===== src/rtl/mult_pkg.sv =====
// Shared types and constants for the sequential shift-add multiplier.
package mult_pkg;

    localparam int WIDTH = 32;
    localparam int CNT_W = 6;

    typedef enum logic [1:0] {
        IDLE = 2'd0,
        CALC = 2'd1,
        DONE = 2'd2
    } state_e;

endpackage


===== src/rtl/CarryBypass_Adder.sv =====
// Carry-bypass adder: 4-bit ripple blocks whose carry-out is skipped straight
// from the block carry-in when every bit of the block propagates.
module CarryBypass_Adder #(
    parameter int WIDTH = 32
) (
    input  logic [WIDTH-1:0] A,
    input  logic [WIDTH-1:0] B,
    input  logic             Cin,
    output logic [WIDTH-1:0] Sum,
    output logic             Cout
);

    localparam int BLK = 4;

    function automatic logic [WIDTH:0] bypass_add(input logic [WIDTH-1:0] x,
                                                  input logic [WIDTH-1:0] y,
                                                  input logic             ci);
        logic [WIDTH-1:0] s;
        logic             c;
        logic             rc;
        logic             p;
        s = '0;
        c = ci;
        for (int blk = 0; blk < WIDTH / BLK; blk++) begin
            p  = 1'b1;
            rc = c;
            for (int i = 0; i < BLK; i++) begin
                p  = p & (x[blk*BLK+i] ^ y[blk*BLK+i]);
                s[blk*BLK+i] = x[blk*BLK+i] ^ y[blk*BLK+i] ^ rc;
                rc = (x[blk*BLK+i] & y[blk*BLK+i]) | (rc & (x[blk*BLK+i] ^ y[blk*BLK+i]));
            end
            // A fully propagating block passes its carry-in through unchanged.
            c = p ? c : rc;
        end
        return {c, s};
    endfunction

    always_comb begin
        {Cout, Sum} = bypass_add(A, B, Cin);
    end

endmodule


===== src/rtl/seq_shift_add_multiplier.sv =====
// Unsigned 32x32->64 multiplier: one shift-add iteration per clock through the
// carry-bypass adder, operands and product exchanged over valid/ready.
module seq_shift_add_multiplier #(
    parameter int WIDTH = mult_pkg::WIDTH
) (
    input  logic               clk,
    input  logic               rst,
    input  logic               in_valid,
    output logic               in_ready,
    input  logic [WIDTH-1:0]   a,
    input  logic [WIDTH-1:0]   b,
    output logic               out_valid,
    input  logic               out_ready,
    output logic [2*WIDTH-1:0] product,
    output logic               busy
);

    import mult_pkg::*;

    localparam int ITERS = WIDTH;

    // Handshakes: a transfer happens on a rising edge where valid and ready
    // are both high; valid is held with stable data until that edge.
    state_e             state_q,   state_d;
    logic [WIDTH-1:0]   mcand_q,   mcand_d;
    logic [WIDTH-1:0]   hi_q,      hi_d;
    logic [WIDTH-1:0]   lo_q,      lo_d;
    logic [CNT_W-1:0]   cnt_q,     cnt_d;
    logic [2*WIDTH-1:0] product_q, product_d;

    logic [WIDTH-1:0]   addend;
    logic [WIDTH-1:0]   add_sum;
    logic               add_cout;

    assign addend = lo_q[0] ? mcand_q : '0;

    CarryBypass_Adder #(.WIDTH(WIDTH)) u_adder (
        .A    (hi_q),
        .B    (addend),
        .Cin  (1'b0),
        .Sum  (add_sum),
        .Cout (add_cout)
    );

    assign in_ready  = (state_q == IDLE) && !rst;
    assign out_valid = (state_q == DONE);
    assign busy      = (state_q == CALC);
    assign product   = product_q;

    always_comb begin
        state_d   = state_q;
        mcand_d   = mcand_q;
        hi_d      = hi_q;
        lo_d      = lo_q;
        cnt_d     = cnt_q;
        product_d = product_q;
        case (state_q)
            IDLE: begin
                if (in_valid) begin
                    mcand_d = a;
                    lo_d    = b;
                    hi_d    = '0;
                    cnt_d   = '0;
                    state_d = CALC;
                end
            end
            CALC: begin
                // Adder carry becomes the new MSB; the sum LSB shifts into lo.
                hi_d  = {add_cout, add_sum[WIDTH-1:1]};
                lo_d  = {add_sum[0], lo_q[WIDTH-1:1]};
                cnt_d = cnt_q + 1'b1;
                if (cnt_q == CNT_W'(ITERS - 1)) begin
                    state_d   = DONE;
                    product_d = {hi_d, lo_d};
                end
            end
            DONE: begin
                if (out_ready) begin
                    state_d = IDLE;
                end
            end
            default: state_d = IDLE;
        endcase
    end

    always_ff @(posedge clk) begin
        if (rst) begin
            state_q   <= IDLE;
            mcand_q   <= '0;
            hi_q      <= '0;
            lo_q      <= '0;
            cnt_q     <= '0;
            product_q <= '0;
        end else begin
            state_q   <= state_d;
            mcand_q   <= mcand_d;
            hi_q      <= hi_d;
            lo_q      <= lo_d;
            cnt_q     <= cnt_d;
            product_q <= product_d;
        end
    end

endmodule


===== config.mk =====
export PLATFORM = sky130hd
export DESIGN_NAME = seq_shift_add_multiplier
export DESIGN_NICKNAME = d
export VERILOG_FILES = /design/src/rtl/mult_pkg.sv /design/src/rtl/CarryBypass_Adder.sv /design/src/rtl/seq_shift_add_multiplier.sv
export SDC_FILE = /design/constraint.sdc
export NUM_CORES = 1
export LEC_CHECK = 0
export BUFFER_PORTS_ARGS = -buffer_cell sky130_fd_sc_hd__buf_2
export CORE_MARGIN = 2
export CORE_UTILIZATION = 47
export CTS_CLUSTER_DIAMETER = 120
export DETAILED_ROUTE_END_ITERATION = 16
export GPL_TIMING_DRIVEN = 0
export PLACE_DENSITY = 0.68
export SYNTH_ARGS = -nofsm -noshare
export SYNTH_HDL_FRONTEND = slang
export SYNTH_HIERARCHICAL = 1
export SYNTH_SLANG_ARGS = --single-unit

===== constraint.sdc =====
create_clock -name clk -period 16.85 [get_ports clk]
set_input_delay 1.685 -clock clk [delete_from_list [all_inputs] [get_ports clk]]
set_output_delay 1.685 -clock clk [all_outputs]
set_load 0.005 [all_outputs]

## Word level (Yosys, flattened, before mapping)

Cells that the tools add are included.

- Word-level logic and storage cells: 221
- Register bits after elaboration: 168
- Output and inout port bits: 67

- Mux-type cells: 19
- Eq/ne operators: 6
- Reduce and logical (&&, ||, !) cells: 8
- Add/sub/neg operators: 1
- Bitwise logic cells: 181

Operator list:

| operator | number |
|---|---|
| 32-bit one-hot mux with 2 select lines | 2 |
| 32-bit 2-to-1 mux | 3 |
| 1-bit AND | 87 |
| 1-bit XOR | 63 |
| 1-bit OR | 31 |
| 6-bit one-hot mux with 2 select lines | 1 |
| 1-bit 2-to-1 mux | 8 |
| 6-bit by 1-bit adder with 6-bit output, second input constant | 1 |
| 6-bit by 5-bit equality test with 1-bit output, second input constant | 1 |
| 2-bit 2-to-1 mux | 3 |
| 6-bit 2-to-1 mux | 1 |
| 2-bit one-hot mux with 3 select lines | 1 |
| 2-bit AND reduction | 3 |
| 2-bit by 1-bit inequality test with 1-bit output, second input constant | 2 |
| 3-bit AND reduction | 1 |
| 2-bit by 1-bit equality test with 1-bit output, second input constant | 1 |
| 2-bit equality test, second input constant | 1 |
| 2-bit logical NOT | 1 |
| 2-bit inequality test, second input constant | 1 |
| 2-bit nonzero test | 1 |
| 1-bit logical AND | 1 |
| 1-bit logical NOT | 1 |

## Logic depth before layout (Yosys ltp)

Gate-level depths: netlist of the first run.

- Depth after elaboration: 73
- Mapped depth: 53
- Depth with buffers taken out: 52

## Hierarchy

The synthesis of the first run kept the hierarchy.

By module, submodules not included:

| module | times used | sequential area each (µm²) | cells each | area each (µm²) |
|---|---|---|---|---|
| seq_shift_add_multiplier | 1 | 3,363.2 | 816 | 7,051.8 |
| CarryBypass_Adder | 1 | 0.0 | 104 | 1,287.5 |

## Worst setup path before layout of the first run

OpenSTA, ideal clock, no wires.

- Path kind: reg-to-reg
- Start point: reg lo_q[0]
- End point: reg product_q[62] (netlist: product[62])
- Arrival time: 14.224 ns
- Path buffers: 1
- Required time: 16.778 ns
- Cell stages (with the launch flop): 53
- Slack: 2.554 ns
- Period minus slack after synthesis: 14.296 ns
- Library setup time: 0.072 ns
- Cell sequence: dfxtp_1 clkbuf_1 and2_1 fa_1 fa_1 fa_1 fa_1 mux2i_2 inv_1 fa_1 fa_1 fa_1 fa_1 nor2_1 a21oi_1 fa_1 fa_1 fa_1 [... 17 more ...] fa_1 fa_1 a21oi_1 nand2_1 fa_1 fa_1 fa_1 fa_1 nor2_1 a31oi_1 fa_1 fa_1 fa_1 inv_1 fa_1 inv_1 nand2b_1 mux2i_1

- Cells in the longest elaborated chain, start to end: 70
- Elaborated cells on any way between the ends: 153

RTL lines:

| element | line | source |
|---|---|---|
| from (decl) | seq_shift_add_multiplier.sv:27 | `logic [WIDTH-1:0] lo_q, lo_d;` |
| from (signal assigned) | seq_shift_add_multiplier.sv:98 | `lo_q <= lo_d;` |
| 32-bit 2-to-1 mux * | seq_shift_add_multiplier.sv:35 | `assign addend = lo_q[0] ? mcand_q : '0;` |
| named net addend[0] | seq_shift_add_multiplier.sv:31 | `logic [WIDTH-1:0] addend;` |
| 1-bit AND (2 in a row) | CarryBypass_Adder.sv:30 | `rc = (x[blk*BLK+i] & y[blk*BLK+i]) \| (rc & (x[blk*BLK+i] ^ y[blk*BLK+i]));` |
| 1-bit OR | CarryBypass_Adder.sv:30 |  |
| 1-bit AND | CarryBypass_Adder.sv:30 |  |
| 1-bit OR | CarryBypass_Adder.sv:30 |  |
| 1-bit AND | CarryBypass_Adder.sv:30 |  |
| 1-bit OR | CarryBypass_Adder.sv:30 |  |
| [... 55 more ...] | n/a |  |
| 1-bit AND * | CarryBypass_Adder.sv:30 |  |
| 1-bit OR * | CarryBypass_Adder.sv:30 |  |
| 1-bit AND * | CarryBypass_Adder.sv:30 |  |
| 1-bit OR * | CarryBypass_Adder.sv:30 |  |
| 1-bit AND * | CarryBypass_Adder.sv:30 |  |
| 1-bit OR * | CarryBypass_Adder.sv:30 |  |
| 1-bit XOR * | CarryBypass_Adder.sv:29 | `s[blk*BLK+i] = x[blk*BLK+i] ^ y[blk*BLK+i] ^ rc;` |
| named net add_sum[31] | seq_shift_add_multiplier.sv:32 | `logic [WIDTH-1:0] add_sum;` |
| to (signal assigned) | seq_shift_add_multiplier.sv:100 | `product_q <= product_d;` |
| to (decl) | seq_shift_add_multiplier.sv:29 | `logic [2*WIDTH-1:0] product_q, product_d;` |

The timed path passes the listed nets; every way through them passes the cells marked *.
A chain may end at the register's enable or synchronous reset.

## Final worst setup path of the first run

Ends and elaborated chain as after synthesis.

==> flow_summary_export.csv, run 1 <==
group,metric,value,unit
final_layout,multi_input_area,4550,um2
detailed_routing,drcViolationCount,0,
floorplanning,fp.dieW,137,um
clock_tree,cts.reportedPaths.clkPinSlew,70,ps
power,power.ir.vdd_worst,0.0774,mV
detailed_routing,drt_first_pass_iters,5,
clock_tree,tritoncts_clock_tree,"done",
setup_path,largest_incremental_delay_on_the_critical_path,420,ps
final_layout,num-nets-final,1206,
power,static-leakage-power,4.24,nW
run,number_of_maximum_capacitance_constraint_violations,0,
clock_tree,hold_buffers,0,
floorplanning,core,17300,um2
status,status,"finished, final reports clean",
timing,final.setup.tns,0,ps
place,detailedPlace.worstSlack,1520,ps
setup_path,rr_startpoint,"lo_q[0]",
clock_tree,cts.sink_count,168,
global_route,total_grt_usage,22.0,%
synthesis,yosysWarningCount,6,
final_layout,stdcell_count,1311,
timing,final-hold-violation-count,0,
setup_path,ff2ff_path_depth,52,
setup_path,most_used_cell_along_the_critical_path,"fa_1",
timing,finalSetupViolations,0,
clock_tree,clock_tree.htree_level_count,4,
detailed_routing,dr_iter_0_viols,388,
synthesis,synth_cell_type_count,44,
timing,tightestPinTransition,695,ps
timing,final_min_period_over_clock_period,91.7,%
timing,final.setup.worst_slack,1410,ps
global_route,grt_pass1_wl,32.5,mm
synthesis,synth.cell_area,8340,um2
synthesis,synthesis.instances,920,
hold_path,timing.hold.worst.start,"mcand_q[7]",
final_layout,num-fill-cells,1604,
detailed_routing,via_per_inst,5.02,
place,placement.io_buffers,133,
setup_path,regToRegSetupSlack,1410,ps
floorplanning,cell_row_count,48,
power,power-per-cell-area,92.2,nW/um2
hold_path,worst_hold_path_type,"flip-flop to flip-flop",
clock_tree,post-cts-setup-buffer-count,0,
synthesis,synth_flop_cell,"dfxtp_1",
setup_path,crit-reg2reg-capture,"product[62]",
hold_path,hold_depth,2,
setup_path,end_kind,"flip-flop",
detailed_routing,drt_total_wl,19.8,mm
timing,rsz_0062_raised_after_global_routing,"no",
hold_path,whs_endpoint,"mcand_q[7]",
timing,worst_slew_margin_rel,53.5,%
global_route,grt_overflow_total,0,
global_route,grt_max_degree,17,
final_layout,layout.cells.most_common,"dfxtp_1",
place,globalplace.congestion,0.880,
place,placed_cells,1279,
timing,fmax,64.7,MHz
setup_path,worst-setup-path-type,"flip-flop to flip-flop",
clock_tree,post_cts.resized_instances,0,
clock_tree,max-clock-path-buffers,2,
final_layout,post_route_cells_drive_above_1_share,20.0,%
final_layout,diodes,0,
place,hpwl_detailed,14.4,mm
clock_tree,clk_latency,430,ps
detailed_routing,route.vias.total,6575,
setup_path,cp.arrival,15810,ps
synthesis,count_of_flip_flops_with_a_built_in_enable_after_synthesis,0,
synthesis,sequential_share_of_the_synthesized_area,40.3,%
timing,finalCriticalPeriod,15450,ps
timing,worst_clock_skew,8.14,ps
floorplanning,top_level_ports,135,
timing,slew_viol_final,0,
synthesis,synthArstFlopShare,0,%
clock_tree,cts_buffers,17,
synthesis,syn_area_per_cell,9.06,um2
floorplanning,start_util,48.2,%
final_layout,area_delta_synth_final,18.8,%
final_layout,seqCellArea,3360,um2
final_layout,leading_cell_types_in_the_layout_fill_and_taps_excluded,"168 x dfxtp_1, 155 x buf_2, 129 x nand2b_1, 104 x nor2_1, 100 x nand2_1",
floorplanning,dieArea,18800,um2
detailed_routing,route.detailed.wl_per_inst,15.1,um
global_route,grt_pass1_vias,6473,
setup_path,critical_path_peak_fanout,10,
setup_path,worstSetupStartpointType,"flip-flop",
setup_path,required_time_at_the_worst_slack_endpoint,17210,ps
floorplanning,die-height,137,um
clock_tree,cts_root_buf,"clkbuf_16",
detailed_routing,antenna_violating_nets_post_route,0,
setup_path,worst_path_max_delay_cell,"fa_1",
synthesis,synth-seq-cells,168,
global_route,grt_antenna_before_repair,0,
per-stage QoR:
| stage | total power [mW] | util [%] | cell area [um2] | hold WS [ps] |
|---|---|---|---|---|
| floorplan | 0.482 | - | 8340 | 432 |
| global placement | 0.511 | 53.7 | 9290 | 438 |
| detailed placement | 0.512 | 53.7 | 9290 | 442 |
| CTS | 0.919 | 57.3 | 9900 | 451 |
| global route | 0.951 | 57.3 | 9900 | 462 |
| finish | 0.913 | 57.3 | 9900 | 450 |
layout make-up:
cell class,instances,share of cell area [%]
Buffer,66,4.00
Clock buffer,17,4.30
Clock inverter,15,1.91
Inverter,10,0.379
Multi-Input combinational cell,677,45.9
Sequential cell,168,34.0
Tap cell,225,2.84
Timing Repair Buffer,133,6.72
synth_stat cells, types with 2 or more instances:
master	n	area (um2)
nand3b_1	2	15.0
o21ba_2	2	20.0
a21oi_1	69	345
nor2_1	104	390
ha_1	33	413
o21ai_2	2	17.5
a31oi_1	5	31.3
fa_1	32	641
mux2i_1	64	641
buf_4	3	22.5
or3_1	2	12.5
clkbuf_1	28	105
and2_1	32	200
buf_8	5	75.1
inv_1	9	33.8
nor2b_1	2	12.5
nand3_1	40	200
nand2b_1	129	807
nor4_1	32	200
nand2_1	100	375
dfxtp_1	168	3360
buf_2	22	110
buf_6	7	78.8
nand4_1	5	31.3
and4_1	3	26.3
nor3_1	2	10.0
worst max path at each step:
stage                  end  slack [ps]    start  depth (start not counted)
2_1_floorplan  product[62]        2550  lo_q[0]                         52
3_5_place_dp      hi_q[30]        1520  lo_q[0]                         52
3_3_place_gp   product[62]        1570  lo_q[0]                         52
4_1_cts        product[62]        1390  lo_q[0]                         52
5_1_grt        product[62]         690  lo_q[0]                         52
6_report       product[62]        1410  lo_q[0]                         52
state kept, by name (all words and copies together), names as in the netlist:
register  flops
state_q       2
mcand_q      32
lo_q         32
hi_q         32
cnt_q         6
product      64
critical path: cells and delay by family (launching register included):
kind	cells	cell delay, ps
fa+ha+maj	32	12310
simple gates	8	1100
buf+inv	5	570
compound gates	5	570
mux	2	410
flops	1	400
cell families (layout without fill, tap and decap cells):
group	count (synthesis)	after routing	share of synthesized area, %
fa+ha+maj	65	65	12.6
flops	168	168	40.3
mux	67	67	8.12
buf+inv	76	241	5.21
compound gates	84	84	5.54
other cells	1	2	0.0450
simple gates	459	459	28.1
per-layer routing:
metal	vias up	share of wire [%]	GRT usage, %
li1	3323	-	-
met1	3076	48	30.1
met2	153	46	35.0
met3	23	4.2	4.49
met4	0	1.5	7.16
met5	-	0	0
report_power, final:
part	internal (mW)	switching, mW
Sequential	0.411	0.00922
Combinational	0.0331	0.0501
Clock	0.237	0.174
Note: power is estimated with default switching activity, not from simulation.
==> inputs of run 2 (changes only) <==
--- a/config.mk
+++ b/config.mk
@@ -7,12 +7,10 @@
 export LEC_CHECK = 0
 export BUFFER_PORTS_ARGS = -buffer_cell sky130_fd_sc_hd__buf_2
 export CORE_MARGIN = 2
-export CORE_UTILIZATION = 47
+export CORE_UTILIZATION = 28
 export CTS_CLUSTER_DIAMETER = 120
 export DETAILED_ROUTE_END_ITERATION = 16
-export GPL_TIMING_DRIVEN = 0
-export PLACE_DENSITY = 0.68
+export GPL_TIMING_DRIVEN = 1
 export SYNTH_ARGS = -nofsm -noshare
 export SYNTH_HDL_FRONTEND = slang
-export SYNTH_HIERARCHICAL = 1
 export SYNTH_SLANG_ARGS = --single-unit
==> flow_summary_export.csv, run 2 <==
group,metric,value,unit
final_layout,num-fill-cells,2825,
setup_path,cp.arrival,15140,ps
timing,final-hold-violation-count,0,
clock_tree,post_cts.resized_instances,0,
detailed_routing,route.detailed.wl_per_inst,13.8,um
power,total_power,895,uW
final_layout,post_route_cells_drive_above_1_share,17.1,%
floorplanning,cell_row_count,60,
clock_tree,cts_root_buf,"clkbuf_16",
setup_path,critical_path_peak_fanout,32,
synthesis,synth_cell_type_count,34,
timing,slew_viol_final,0,
synthesis,syn_nets,1073,
clock_tree,max-clock-path-buffers,2,
setup_path,worstSetupStartpointType,"flip-flop",
floorplanning,die-height,169,um
synthesis,yosysWarningCount,0,
synthesis,syn_area_per_cell,8.07,um2
place,globalplace.congestion,0.814,
floorplanning,core,26800,um2
final_layout,area_delta_synth_final,20.2,%
timing,rsz_0062_raised_after_global_routing,"no",
place,hpwl_detailed,13.0,mm
hold_path,worst_hold_path_type,"flip-flop to flip-flop",
setup_path,largest_incremental_delay_on_the_critical_path,500,ps
timing,finalCriticalPeriod,14850,ps
synthesis,synth_xor_area_share,0,%
global_route,grt_overflow_total,0,
synthesis,synthesis.instances,941,
final_layout,post-route-cell-area,9130,um2
floorplanning,fp.dieW,169,um
final_layout,flip_flop_count_of_the_largest_register_after_layout,64,
synthesis,count_of_flip_flops_with_a_built_in_enable_after_synthesis,0,
synthesis,sequential_share_of_the_synthesized_area,44.3,%
detailed_routing,via_per_inst,4.58,
final_layout,num-nets-final,1172,
clock_tree,hold_buffers,0,
power,power.ir.vdd_worst,0.0523,mV
synthesis,synthArstFlopShare,0,%
clock_tree,cts_buffers,17,
run,number_of_maximum_capacitance_constraint_violations,0,
synthesis,synth_area_leader_cell,"dfxtp_1",
synthesis,synth.cell_area,7600,um2
synthesis,synth_flop_cell,"dfxtp_1",
detailed_routing,route.vias.total,6378,
timing,finalSetupViolations,0,
clock_tree,cts.sink_count,168,
synthesis,synthTopCellsByArea,"dfxtp_1 44%, nor2_1 9.4%, nand2_1 8.6%",
timing,worst_slew_margin_rel,44.1,%
setup_path,regToRegSetupSlack,2000,ps
synthesis,synth-seq-cells,168,
synthesis,synth-simple-area-share,23.6,%
floorplanning,dieArea,28500,um2
clock_tree,tritoncts_clock_tree,"done",
timing,tightestPinTransition,836,ps
setup_path,end_kind,"flip-flop",
status,status,"finished, final reports clean",
synthesis,share_of_yosys_cell_area_claimed_by_the_top_area_cell_type,44.3,%
global_route,total_grt_usage,13.7,%
place,detailed_place.area,8530,um2
detailed_routing,antenna_violating_nets_post_route,0,
final_layout,layout.cells.most_common,"nor2_1",
clock_tree,post-cts-setup-buffer-count,0,
detailed_routing,drcViolationCount,0,
synthesis,share_of_the_synthesized_area_in_compound_gates_ao_oa_aoi_oai,11.9,%
global_route,grt_pass1_vias,6148,
setup_path,worst-setup-path-type,"flip-flop to flip-flop",
synthesis,yosysMostFrequentCell,"nor2_1",
setup_path,required_time_at_the_worst_slack_endpoint,17140,ps
synthesis,synth.mux.area_fraction,0.280,%
global_route,grt_antenna_before_repair,0,
final_layout,diodes,0,
global_route,grt_pass1_wl,31.5,mm
setup_path,most_used_cell_along_the_critical_path,"fa_1",
synthesis,dominant_combinational_cell_family_by_area_after_synthesis,"simple AND/OR/NAND/NOR gates",
power,static-leakage-power,3.87,nW
clock_tree,clk_latency,430,ps
floorplanning,top_level_ports,135,
setup_path,worst_path_max_delay_cell,"fa_1",
synthesis,synth_fa_ha_area_share,13.6,%
place,placement.io_buffers,134,
timing,worst_clock_skew,13.5,ps
clock_tree,clock_tree.htree_level_count,4,
timing,final.setup.tns,0,ps
timing,fmax,67.3,MHz
detailed_routing,drt_first_pass_iters,5,
floorplanning,start_util,28.3,%
timing,final_min_period_over_clock_period,88.1,%
detailed_routing,dr_iter_0_viols,430,
clock_tree,cts.reportedPaths.clkPinSlew,70,ps
global_route,grt_max_degree,73,
power,power-per-cell-area,98.0,nW/um2
synthesis,post_synth_most_frequent_cells,"190 x nor2_1, 174 x nand2_1, 168 x dfxtp_1",
final_layout,leading_cell_types_in_the_layout_fill_and_taps_excluded,"190 x nor2_1, 173 x nand2_1, 168 x dfxtp_1, 133 x buf_2, 83 x a21oi_1",
detailed_routing,drt_total_wl,19.2,mm
==> run 2: changes by cell type after synthesis, moves of 6 or more <==
cell      previous run  this run
nand2b_1           129         3
inv_1                9        61
buf_2               22        16
buf_1                0         6
nand3_1             40         8
a31oi_1              5        27
nor2_1             104       190
mux2i_1             64         1
and2_1              32         5
a211oi_1             0        30
nand2_1            100       174
buf_6                7         0
clkbuf_1            28        41
a21oi_1             69        83
==> run 2: where the power goes <==
| part | switching (mW) | leakage (nW) | internal (mW) |
|---|---|---|---|
| combinational | 0.0470 | 2.22 | 0.0231 |
| clock | 0.171 | 0.288 | 0.233 |
| sequential | 0.00962 | 1.37 | 0.411 |
==> run 2: final cells by class <==
| type | instances | area [um2] | share of cell area [%] |
|---|---|---|---|
| multi-input cells | 649 | 3770 | 41.3 |
| clock buffers | 21 | 470 | 5.15 |
| flip-flops and latches | 168 | 3360 | 36.8 |
| clock inverters | 11 | 135 | 1.48 |
| well taps | 341 | 427 | 4.67 |
| repair buffers | 143 | 741 | 8.11 |
| inverters | 61 | 229 | 2.51 |
==> run 2: cells by family after synthesis <==
logic type	count (synthesis)
adders and majority gates	64
muxes	2
buffers and inverters	124
and+or+nand+nor	431
DFF	168
AOI/OAI and AO/OA	152
==> run 2: worst paths after layout <==
kind	cells after the start	from	endpoint
setup / recovery	52	lo_q[0]	hi_q[30]
setup reg to reg	52	lo_q[0]	hi_q[30]
hold reg to reg	2	mcand_q[0]	mcand_q[0]
hold / removal	2	mcand_q[0]	mcand_q[0]
==> run 2: per-stage QoR <==
| step | utilization, % | hold slack, ps | cells | worst slack (ps) |
|---|---|---|---|---|
| 2_1_floorplan | - | 432 | 941 | 2670 |
| 3_3_place_gp | 31.8 | 440 | 1362 | 2240 |
| 3_5_place_dp | 31.8 | 444 | 1362 | 1930 |
| 4_1_cts | 34.1 | 453 | 1394 | 1870 |
| 5_1_grt | 34.1 | 471 | 1394 | 1170 |
| 6_report | 34.1 | 450 | 1394 | 2000 |
==> run 2: per-layer routing <==
metal / global-route usage [%] / up-vias / routed length (um)
li1: - / 3261 / -
met1: 18.8 / 2984 / 9400
met2: 22.3 / 122 / 8830
met3: 3.09 / 11 / 788
met4: 2.85 / 0 / 158
met5: 0 / - / 0
==> run 2: critical path, delay by kind of cell, from the launching register on <==
kind	cells	cell delay (ps)
flops	1	330
compound gates	8	1500
fa+ha+maj	31	11570
simple gates	7	580
buf+inv	5	550
mux	1	210
==> inputs of run 3 (changes only) <==
--- a/config.mk
+++ b/config.mk
@@ -7,10 +7,11 @@
 export LEC_CHECK = 0
 export BUFFER_PORTS_ARGS = -buffer_cell sky130_fd_sc_hd__buf_2
 export CORE_MARGIN = 2
-export CORE_UTILIZATION = 28
+export CORE_UTILIZATION = 56
 export CTS_CLUSTER_DIAMETER = 120
 export DETAILED_ROUTE_END_ITERATION = 16
 export GPL_TIMING_DRIVEN = 1
+export PLACE_DENSITY = 0.8
 export SYNTH_ARGS = -nofsm -noshare
 export SYNTH_HDL_FRONTEND = slang
 export SYNTH_SLANG_ARGS = --single-unit
==> flow_summary_export.csv, run 3 (synthesis gave the netlist of run 2 again) <==
group,metric,value,unit
timing,fmax,66.2,MHz
final_layout,post_route_cells_drive_above_1_share,16.8,%
place,detailed_place.area,8290,um2
floorplanning,core,13200,um2
timing,worst_slew_margin_rel,20.9,%
detailed_routing,route.detailed.wl_per_inst,13.9,um
power,static-leakage-power,3.85,nW
final_layout,diodes,0,
final_layout,stdcell_count,1225,
global_route,grt_max_degree,101,
detailed_routing,dr_iter_0_viols,575,
setup_path,end_kind,"flip-flop",
clock_tree,cts.reportedPaths.clkPinSlew,60,ps
final_layout,post-route-cell-area,8890,um2
hold_path,worst_hold_path_type,"flip-flop to flip-flop",
setup_path,most_used_cell_along_the_critical_path,"fa_1",
clock_tree,cts.sink_count,168,
setup_path,worst-setup-path-type,"flip-flop to flip-flop",
clock_tree,post-cts-setup-buffer-count,0,
clock_tree,clk_latency,430,ps
global_route,total_grt_usage,23.9,%
final_layout,area_delta_synth_final,17.0,%
clock_tree,cts_buffers,17,
clock_tree,post_cts.resized_instances,0,
floorplanning,top_level_ports,135,
clock_tree,max-clock-path-buffers,2,
timing,finalSetupViolations,0,
setup_path,required_time_at_the_worst_slack_endpoint,17130,ps
setup_path,worst_path_max_delay_cell,"fa_1",
final_layout,num-nets-final,1168,
global_route,grt_pass1_vias,5957,
floorplanning,fp.dieW,120,um
run,number_of_maximum_capacitance_constraint_violations,0,
place,hpwl_detailed,10.9,mm
detailed_routing,drt_first_pass_iters,5,
clock_tree,hold_buffers,0,
clock_tree,clock_tree.htree_level_count,4,
timing,final_min_period_over_clock_period,89.6,%
detailed_routing,drt_total_wl,17.1,mm
global_route,grt_antenna_before_repair,0,
timing,final-hold-violation-count,0,
setup_path,critical_path_peak_fanout,33,
place,placed_cells,1193,
timing,final.setup.tns,0,ps
final_layout,leading_cell_types_in_the_layout_fill_and_taps_excluded,"190 x nor2_1, 173 x nand2_1, 168 x dfxtp_1, 133 x buf_2, 83 x a21oi_1",
timing,slew_viol_final,0,
timing,finalCriticalPeriod,15100,ps
final_layout,layout.cells.most_common,"nor2_1",
final_layout,flip_flop_count_of_the_largest_register_after_layout,64,
floorplanning,dieArea,14500,um2
floorplanning,cell_row_count,42,
clock_tree,tritoncts_clock_tree,"done",
global_route,grt_overflow_total,0,
power,power-per-cell-area,99.0,nW/um2
floorplanning,die-height,120,um
status,status,"finished, final reports clean",
detailed_routing,via_per_inst,5.28,
timing,worst_clock_skew,13.6,ps
floorplanning,start_util,57.4,%
setup_path,cp.arrival,15380,ps
final_layout,postLayoutCoreUtil,67.1,%
detailed_routing,drcViolationCount,0,
detailed_routing,route.vias.total,6464,
power,power.ir.vdd_worst,0.0808,mV
timing,tightestPinTransition,1180,ps
setup_path,largest_incremental_delay_on_the_critical_path,500,ps
timing,rsz_0062_raised_after_global_routing,"no",
setup_path,worstSetupStartpointType,"flip-flop",
global_route,grt_pass1_wl,27.9,mm
place,detailedPlace.worstSlack,1940,ps
detailed_routing,antenna_violating_nets_post_route,0,
place,globalplace.congestion,0.852,
timing,final.setup.worst_slack,1750,ps
place,placement.io_buffers,134,
clock_tree,cts_root_buf,"clkbuf_16",
==> run 3: routing by layer <==
layer	GRT usage (%)	vias up	routed length [um]
met3	5.47	29	872
li1	-	3249	-
met4	8.87	0	390
met1	30.7	3020	7580
met2	39.4	166	8240
met5	0	-	0
==> run 3: where the power goes <==
group	switching, mW	internal (mW)	leakage, nW	total (mW)
clock network	0.162	0.228	0.281	0.390
registers	0.00949	0.411	1.37	0.421
logic	0.0459	0.0229	2.20	0.0688
==> run 3: worst paths after layout <==
| check | from | endpoint | slack (ps) | cells after the start |
|---|---|---|---|---|
| setup reg to reg | lo_q[0] | hi_q[30] | 1750 | 54 |
| setup / recovery | lo_q[0] | hi_q[30] | 1750 | 54 |
| hold / removal | product[19] | product[19] | 450 | 2 |
| hold reg to reg | product[19] | product[19] | 450 | 2 |
==> run 3: final cells by class <==
class | instances | area (um2)
Fill cell | 1157 | 4350
Clock inverter | 12 | 141
Multi-Input combinational cell | 649 | 3770
Sequential cell | 168 | 3360
Inverter | 61 | 229
Clock buffer | 20 | 457
Timing Repair Buffer | 139 | 711
Tap cell | 176 | 220
==> run 3: through the flow <==
step,power [mW],hold WS [ps]
after floorplan,0.475,432
after CTS,0.884,452
final,0.880,450
after global routing,0.913,462
after detailed placement,0.498,443
after global placement,0.496,440
==> run 3: critical path, delay by kind of cell (launching register included) <==
| family | cells | cell delay (ps) |
|---|---|---|
| buffers and inverters | 6 | 620 |
| muxes | 1 | 200 |
| AOI/OAI and AO/OA | 8 | 1550 |
| DFF | 1 | 310 |
| adders and majority gates | 32 | 11660 |
| and+or+nand+nor | 7 | 620 |
